===== config.mk =====
export PLATFORM = sky130hd
export DESIGN_NAME = laser_tx_scheduler
export DESIGN_NICKNAME = d
export VERILOG_FILES = /design/src/rtl/laser_tx_scheduler.sv
export SDC_FILE = /design/constraint.sdc
export NUM_CORES = 2
export LEC_CHECK = 0
export BUFFER_PORTS_ARGS = -buffer_cell sky130_fd_sc_hd__buf_2
export CAP_MARGIN = 20
export CORE_AREA = 3 3 261 263
export DETAILED_ROUTE_END_ITERATION = 16
export DIE_AREA = 0 0 264 266
export PLACE_DENSITY = 0.69
export SYNTH_ARGS = -nofsm -noshare
export SYNTH_HDL_FRONTEND = slang
export SYNTH_SLANG_ARGS = --single-unit

===== constraint.sdc =====
create_clock -name clock_65mhz -period 7.1 [get_ports clock_65mhz]
set_input_delay 1.42 -clock clock_65mhz [delete_from_list [all_inputs] [get_ports clock_65mhz]]
set_output_delay 1.42 -clock clock_65mhz [all_outputs]
set_load 0.005 [all_outputs]

===== src/rtl/laser_tx_scheduler.sv =====
// laser_tx_scheduler
// -----------------------------------------------------------------------------
// Sequences the 5-slot outgoing message block (5 x 16 ASCII bytes) onto the
// laser byte transmitter. A start request snapshots the block and slot mask.
// One framed packet is then sent for each enabled slot, in slot order 0 -> 4:
//   SYNC_BYTE, header {5'b0, slot}, 16 payload bytes (first-typed char first),
//   [checksum byte], then GAP_CYCLES idle clocks.
//
// Optional feature macro: LASER_TX_CHECKSUM_EN
//   defined   : a CSUM byte (XOR of header and 16 payload bytes) follows PAY
//   undefined : no CSUM state and no checksum logic; frames are 18 bytes
//
// Ports:
//   clock_65mhz  in   system clock
//   reset_n      in   asynchronous active-low reset
//   start        in   one-cycle transmit request (ignored while busy)
//   abort        in   level; cancels the run, back to IDLE next cycle
//   slot_mask    in   [4:0] bit i enables slot i, sampled with start
//   messageout   in   [639:0] message block, slot i = bits [128*i+127:128*i]
//   tx_data      out  [7:0] byte to transmitter
//   tx_valid     out  tx_data valid
//   tx_ready     in   transmitter accepts the byte this cycle
//   busy         out  run in progress (SEL .. GAP)
//   done         out  one-cycle pulse when all enabled frames completed
//   cur_slot     out  [2:0] slot currently being framed
//   frames_sent  out  [2:0] frames completed in the current run
//   state_dbg    out  [2:0] FSM state encoding, for observation only
//
// Handshake: a byte transfers on a clock edge where tx_valid & tx_ready is
// high. While tx_valid is high and no transfer has happened, tx_data is held
// stable; tx_valid only drops after a transfer, or on abort/reset. tx_valid
// and tx_data are decoded from registers only, so there is no combinational
// path from tx_ready to either of them.
// -----------------------------------------------------------------------------
module laser_tx_scheduler #(
  parameter logic [7:0] SYNC_BYTE  = 8'h7E,
  parameter int         GAP_CYCLES = 16,
  parameter int         GAP_W      = 8
) (
  input  logic         clock_65mhz,
  input  logic         reset_n,
  input  logic         start,
  input  logic         abort,
  input  logic [4:0]   slot_mask,
  input  logic [639:0] messageout,
  output logic [7:0]   tx_data,
  output logic         tx_valid,
  input  logic         tx_ready,
  output logic         busy,
  output logic         done,
  output logic [2:0]   cur_slot,
  output logic [2:0]   frames_sent,
  output logic [2:0]   state_dbg
);

`ifdef LASER_TX_CHECKSUM_EN
  typedef enum logic [2:0] {
    S_IDLE = 3'd0,
    S_SEL  = 3'd1,
    S_SYNC = 3'd2,
    S_HDR  = 3'd3,
    S_PAY  = 3'd4,
    S_GAP  = 3'd5,
    S_FIN  = 3'd6,
    S_CSUM = 3'd7
  } state_t;
`else
  typedef enum logic [2:0] {
    S_IDLE = 3'd0,
    S_SEL  = 3'd1,
    S_SYNC = 3'd2,
    S_HDR  = 3'd3,
    S_PAY  = 3'd4,
    S_GAP  = 3'd5,
    S_FIN  = 3'd6
  } state_t;
`endif

  localparam logic [GAP_W-1:0] GAP_LAST = GAP_W'(GAP_CYCLES - 1);
  localparam logic [GAP_W-1:0] GAP_ONE  = GAP_W'(1);

  state_t         state_q, state_d;
  logic [639:0]   snap_q, snap_d;
  logic [4:0]     mask_q, mask_d;
  logic [2:0]     slot_q, slot_d;
  logic [2:0]     frames_q, frames_d;
  logic [3:0]     k_q, k_d;
  logic [GAP_W-1:0] gap_q, gap_d;
`ifdef LASER_TX_CHECKSUM_EN
  logic [7:0]     csum_q, csum_d;
`endif

  logic       accept_start;
  logic       xfer;          // byte really leaves this cycle (abort wins)
  logic       frame_last;    // last byte of the frame leaves this cycle
  logic       sel_found;
  logic [2:0] sel_slot;
  logic [9:0] pay_idx;
  logic [7:0] hdr_byte;

  assign accept_start = (state_q == S_IDLE) && start && !abort;
  assign xfer         = tx_valid && tx_ready && !abort;
  assign hdr_byte     = {5'b00000, slot_q};
  // Bit offset of payload byte k of the current slot: 128*slot + 8*k.
  assign pay_idx      = {slot_q, k_q, 3'b000};

`ifdef LASER_TX_CHECKSUM_EN
  assign frame_last = xfer && (state_q == S_CSUM);
`else
  assign frame_last = xfer && (state_q == S_PAY) && (k_q == 4'd0);
`endif

  // Lowest enabled slot that has not been sent yet.
  always_comb begin
    sel_found = 1'b0;
    sel_slot  = 3'd0;
    for (int i = 4; i >= 0; i--) begin
      if (mask_q[i]) begin
        sel_found = 1'b1;
        sel_slot  = 3'(i);
      end
    end
  end

  // ---------------------------------------------------------------------------
  // FSM: state register
  // ---------------------------------------------------------------------------
  always_ff @(posedge clock_65mhz or negedge reset_n) begin
    if (!reset_n) begin
      state_q <= S_IDLE;
    end else begin
      state_q <= state_d;
    end
  end

  // ---------------------------------------------------------------------------
  // FSM: next-state logic
  // ---------------------------------------------------------------------------
  always_comb begin
    state_d = state_q;
    if ((state_q != S_IDLE) && abort) begin
      state_d = S_IDLE;
    end else begin
      case (state_q)
        S_IDLE: if (accept_start) state_d = S_SEL;
        S_SEL:  state_d = sel_found ? S_SYNC : S_FIN;
        S_SYNC: if (xfer) state_d = S_HDR;
        S_HDR:  if (xfer) state_d = S_PAY;
`ifdef LASER_TX_CHECKSUM_EN
        S_PAY:  if (xfer && (k_q == 4'd0)) state_d = S_CSUM;
        S_CSUM: if (xfer) state_d = S_GAP;
`else
        S_PAY:  if (xfer && (k_q == 4'd0)) state_d = S_GAP;
`endif
        S_GAP:  if (gap_q == GAP_LAST) state_d = S_SEL;
        S_FIN:  state_d = S_IDLE;
        default: state_d = S_IDLE;
      endcase
    end
  end

  // ---------------------------------------------------------------------------
  // FSM: outputs (decoded from registers only)
  // ---------------------------------------------------------------------------
  always_comb begin
    tx_valid = 1'b0;
    tx_data  = 8'h00;
    busy     = (state_q != S_IDLE) && (state_q != S_FIN);
    done     = (state_q == S_FIN);
    case (state_q)
      S_SYNC: begin
        tx_valid = 1'b1;
        tx_data  = SYNC_BYTE;
      end
      S_HDR: begin
        tx_valid = 1'b1;
        tx_data  = hdr_byte;
      end
      S_PAY: begin
        tx_valid = 1'b1;
        tx_data  = snap_q[pay_idx +: 8];
      end
`ifdef LASER_TX_CHECKSUM_EN
      S_CSUM: begin
        tx_valid = 1'b1;
        tx_data  = csum_q;
      end
`endif
      default: begin
        tx_valid = 1'b0;
        tx_data  = 8'h00;
      end
    endcase
  end

  assign cur_slot    = slot_q;
  assign frames_sent = frames_q;
  assign state_dbg   = state_q;

  // ---------------------------------------------------------------------------
  // Datapath next-state
  // ---------------------------------------------------------------------------
  always_comb begin
    snap_d   = snap_q;
    mask_d   = mask_q;
    slot_d   = slot_q;
    frames_d = frames_q;
    k_d      = k_q;
    gap_d    = gap_q;
`ifdef LASER_TX_CHECKSUM_EN
    csum_d   = csum_q;
`endif

    // Snapshot taken only in the accepting cycle; later edits to the live
    // message block cannot leak into a run in progress.
    if (accept_start) begin
      snap_d   = messageout;
      mask_d   = slot_mask;
      frames_d = 3'd0;
    end

    if ((state_q == S_SEL) && sel_found) begin
      slot_d = sel_slot;
    end

    if ((state_q == S_HDR) && xfer) begin
      k_d = 4'd15;
`ifdef LASER_TX_CHECKSUM_EN
      csum_d = hdr_byte;
`endif
    end

    if ((state_q == S_PAY) && xfer) begin
      k_d = k_q - 4'd1;
`ifdef LASER_TX_CHECKSUM_EN
      csum_d = csum_q ^ tx_data;
`endif
    end

    if (frame_last) begin
      mask_d   = mask_q & ~(5'b00001 << slot_q);
      frames_d = frames_q + 3'd1;
      gap_d    = '0;
    end

    if (state_q == S_GAP) begin
      gap_d = gap_q + GAP_ONE;
    end
  end

  always_ff @(posedge clock_65mhz or negedge reset_n) begin
    if (!reset_n) begin
      snap_q   <= '0;
      mask_q   <= '0;
      slot_q   <= '0;
      frames_q <= '0;
      k_q      <= '0;
      gap_q    <= '0;
`ifdef LASER_TX_CHECKSUM_EN
      csum_q   <= '0;
`endif
    end else begin
      snap_q   <= snap_d;
      mask_q   <= mask_d;
      slot_q   <= slot_d;
      frames_q <= frames_d;
      k_q      <= k_d;
      gap_q    <= gap_d;
`ifdef LASER_TX_CHECKSUM_EN
      csum_q   <= csum_d;
`endif
    end
  end

endmodule


==> summary.md <==
The run finished with clean final reports. The number of hold buffers added after CTS is 0, and the synthesis-to-finish area growth is 20.71%. TritonCTS built the clock tree. Routed length per placed instance: 22.94 µm.

The area share of the largest cell type after synthesis came out at 54.54%. Library cell with the largest summed area after synthesis: dfrtp_1. The analysis attributes to cell leakage a power of 19.95 nW. The logs give 94 for the number of cell rows and 3337 for the cell count after synthesis.

The via count of the first global-routing pass is 25938, and the total number of clock tree sinks is 666. The run gives 0 as the count of final max-slew check failures. In the routed layout, each cell is associated on average with a via count of 5.433. Sorting the synthesized cells by how often they occur yields nand2_1 (2002), dfrtp_1 (666), clkbuf_1 (166). IR analysis of the VDD net gives a maximum drop of 0.0001710 V. The die covers 0.07022 mm².

The number of nets produced by synthesis is 3991. The core region area is 0.06586 mm². At the worst endpoint, the required time is 5.68 ns.

For the number of standard cells in the final layout excluding fillers, the log shows 4819. Counting tap cells, the placed design contains a total of 4685 instances. STA classifies the critical path startpoint as a flip-flop. Cells with a size suffix above 1 make up 24.68% of the layout. At the worst endpoint, the arrival time is 4.21 ns.

Sequential elements use 54.54% of the synthesized area. The run gives 670 as the number of top-level pins. The first global-routing pass estimated 162.7 mm of wire.

Setup repair after global routing left no endpoint under its margin. Internal power comes to 8.385 mW. The post-CTS repair timing setup buffer count was 0; the sequential cell fraction of total power was 46.7%.

The final weighted congestion in routability-driven placement was 0.9304; the actual slew at the worst max-slew pin was 1.126 ns. The total wire length after detailed routing is 110.6 mm, and the count of state elements after synthesis is 666. The switching power of the nets came out at 4.035 mW.

For the count of endpoints failing hold in the final timing report, the log shows 0. The tightest hold path in the finished design has a slack of 0.4706 ns. The achievable clock frequency was 177.7 MHz. In this run, post-CTS repair resized a total of 0 instances.

The floorplan step set the die width to 264 µm. The number of maximum-capacitance violations was 0. The most used flip-flop cell after synthesis is dfrtp_1.

The portion of synthesized area spent on multiplexers is 12.61%. The latest clock arrival within the worst-skew pair was 0.62 ns. The vertical die dimension is 266 µm, and the remaining design rule violation count is 0. In the post-route analysis, the smallest setup slack over all paths is 1.473 ns.

In this run, synthesis inferred 0 flip-flops with an integrated enable. Pin count of the biggest net entering global routing: 227. The pre-antenna-repair detailed-routing pass consisted of 6 iterations. By area, the combinational part of the netlist is dominated by simple AND/OR/NAND/NOR gates. The final critical delay including setup and external delays came out at 5.627 ns. The tools report the combinational fraction of design power as 22.5%.

Input and output buffers added on the ports amount to 669. The cell chosen for the clock root was clkbuf_16. In the global route stage, overall resource usage came out at 30.99%.

STA classifies the critical path endpoint as an output port. During synthesis, Yosys emitted a total of 0 warnings. The final-report setup violation count came out at 0. Detailed routing inserted a total of 26180 vias.

In the final timing run, aggregate negative setup slack is 0 ns. The share of total power dissipated in the clock network is 30.8%. Of the total synthesized cell area, the portion taken by full adders, half adders and majority gates is 0.1638%. Post-DP HPWL: 81.54 mm. The tightest min-delay check is of the reg2reg type. H-tree depth: 3. Effective utilization at floorplan: 46.40%.

Of all nets on the critical path, the largest fanout is 58. After routing the design area is 0.03689 mm². For this run, asynchronously set or reset flops after synthesis account for 100.0%. In this run the cell area measured after placement is 0.03444 mm². In this run the cell area of the synthesized design comes to 0.03056 mm². The synthesized netlist devotes 0.05732% of its cell area to XOR and XNOR gates. After the last flow step, the layout net total stands at 4553. In the post-synthesis netlist, the cell with the most instances is nand2_1. The first-iteration detailed-routing DRC count was 2675. The tools report the post-place setup slack as 2.218 ns. The worst setup path is of the reg2out kind. The filler cells instantiated in the layout total 5999. After clock tree synthesis, the clock-pin slew on the worst setup and hold paths is 0.06 ns. For this run the aggregate overflow at the end of global routing stands at 0.

The worst pin sits at a relative slew slack of 24.91%. The synthesized area per cell is 9.157 µm², and the total clock buffers created by CTS is 74. The simple-gate share of the synthesized area was 26.92%. The number of antenna violations at the first check in global routing is 5. Share of the cycle needed by the critical path after routing: 79.25%. In the post-synthesis netlist, the biggest area contributors are dfrtp_1 (55%), nand2_1 (25%), mux4_2 (11%), clkbuf_1 (2.0%), mux2i_1 (1.1%). Counting distinct cell types in the post-synthesis netlist gives 56.

The count of nets left with antenna violations once routing finished came out at 0. The run gives 3 as the worst-case clock buffer depth. The compound-cell area share of the yosys netlist was 2.625%. Power spread over the standard cell area amounts to 336.7 mW/mm². The final clock skew is 0.01988 ns, and the switching part of the total power is 32.49%.
through the flow:
step                power, mW  util, %
floorplan               7.314        -
global placement        8.509    52.29
detailed placement      8.577    52.29
CTS                     12.43    55.93
global route            13.05    56.01
finish                  12.42    56.01
worst paths after layout:
path | startpoint | end | slack [ns] | cells after the start
max | k_q[0]$_DFFE_PN0P_ | tx_data[5] | 1.47 | 7
min | snap_q[553]$_DFFE_PN0P_ | snap_q[553]$_DFFE_PN0P_ | 0.47 | 2
max reg2reg | k_q[1]$_DFFE_PN0P_ | gap_q[5]$_DFFE_PN0P_ | 3.38 | 7
min reg2reg | snap_q[553]$_DFFE_PN0P_ | snap_q[553]$_DFFE_PN0P_ | 0.47 | 2
max in group asynchronous | reset_n | snap_q[537]$_DFFE_PN0P_ | 4.77 | 2
min in group asynchronous | reset_n | snap_q[72]$_DFFE_PN0P_ | 0.80 | 1
placed cells by master (no fill, tap or decap), drive strengths merged, types with 4 or more instances in the layout:
| cell | synthesis | layout |
|---|---|---|
| nand2 | 2002 | 2002 |
| a22oi | 10 | 10 |
| and3 | 12 | 12 |
| o31ai | 6 | 6 |
| o211ai | 5 | 5 |
| bufinv | 0 | 4 |
| o21ai | 28 | 28 |
| nor2b | 9 | 9 |
| mux4 | 155 | 155 |
| nor4 | 6 | 6 |
| nor2 | 32 | 32 |
| nand4 | 9 | 9 |
| a31oi | 12 | 12 |
| inv | 6 | 9 |
| clkinv | 1 | 17 |
| nand2b | 5 | 5 |
| o22ai | 7 | 7 |
| a21oi | 23 | 23 |
| mux2i | 34 | 34 |
| nor3 | 7 | 7 |
| ha | 4 | 4 |
| dfrtp | 666 | 666 |
| a22o | 5 | 5 |
| clkbuf | 166 | 105 |
| and2 | 4 | 4 |
| or3 | 5 | 5 |
| nand3 | 31 | 31 |
| buf | 46 | 698 |
power groups by stage:
stage	clock network (mW)	logic [mW]	registers (mW)
after floorplan	0	1.92	5.39
after global placement	0	2.68	5.83
after detailed placement	0	2.76	5.82
after CTS	3.88	2.78	5.77
after global routing	4.03	3.11	5.90
final	3.82	2.79	5.80
area by class of cell:
| class | count | area (µm²) | share of cell area, % |
|---|---|---|---|
| Tap cell | 864 | 1081 | 2.931 |
| Multi-Input combinational cell | 2452 | 12970 | 35.15 |
| Clock buffer | 105 | 2100 | 5.692 |
| Inverter | 7 | 26.28 | 0.07123 |
| Timing Repair Buffer | 698 | 3734 | 10.12 |
| Clock inverter | 26 | 297.8 | 0.8073 |
| Antenna cell | 1 | 2.502 | 0.006784 |
| Sequential cell | 666 | 16680 | 45.22 |
kinds of logic (layout without fill, tap and decap cells):
family / Yosys count / in the layout
fa+ha+maj: 4 / 4
buf+inv: 219 / 836
flops: 666 / 666
simple gates: 2133 / 2133
xor+xnor: 2 / 2
mux: 191 / 191
other cells: 0 / 1
compound gates: 122 / 122
per-layer routing:
metal	routed length (µm)	track usage, %	vias to the layer above
met3	8784	5.873	204
met4	4447	11.78	4
li1	-	-	11886
met5	20	0	-
met2	52640	49.59	1169
met1	44660	42.43	12917
worst max-delay path, cell delays in order (launching register included):
cell and delay, ns:
dfrtp_4 0.83, buf_12 0.45, mux4_2 0.56, mux2i_1 0.38
o32ai_1 0.16, nor4_1 0.72, o31ai_1 0.23, buf_2 0.19
flip-flops by register name, indices dropped and copies added, names as in the netlist:
signal       count
snap_q         640
gap_q            8
mask_q           5
k_q              4
cur_slot         3
frames_sent      3
state_dbg        3
Note: power is estimated with default switching activity, not from simulation.
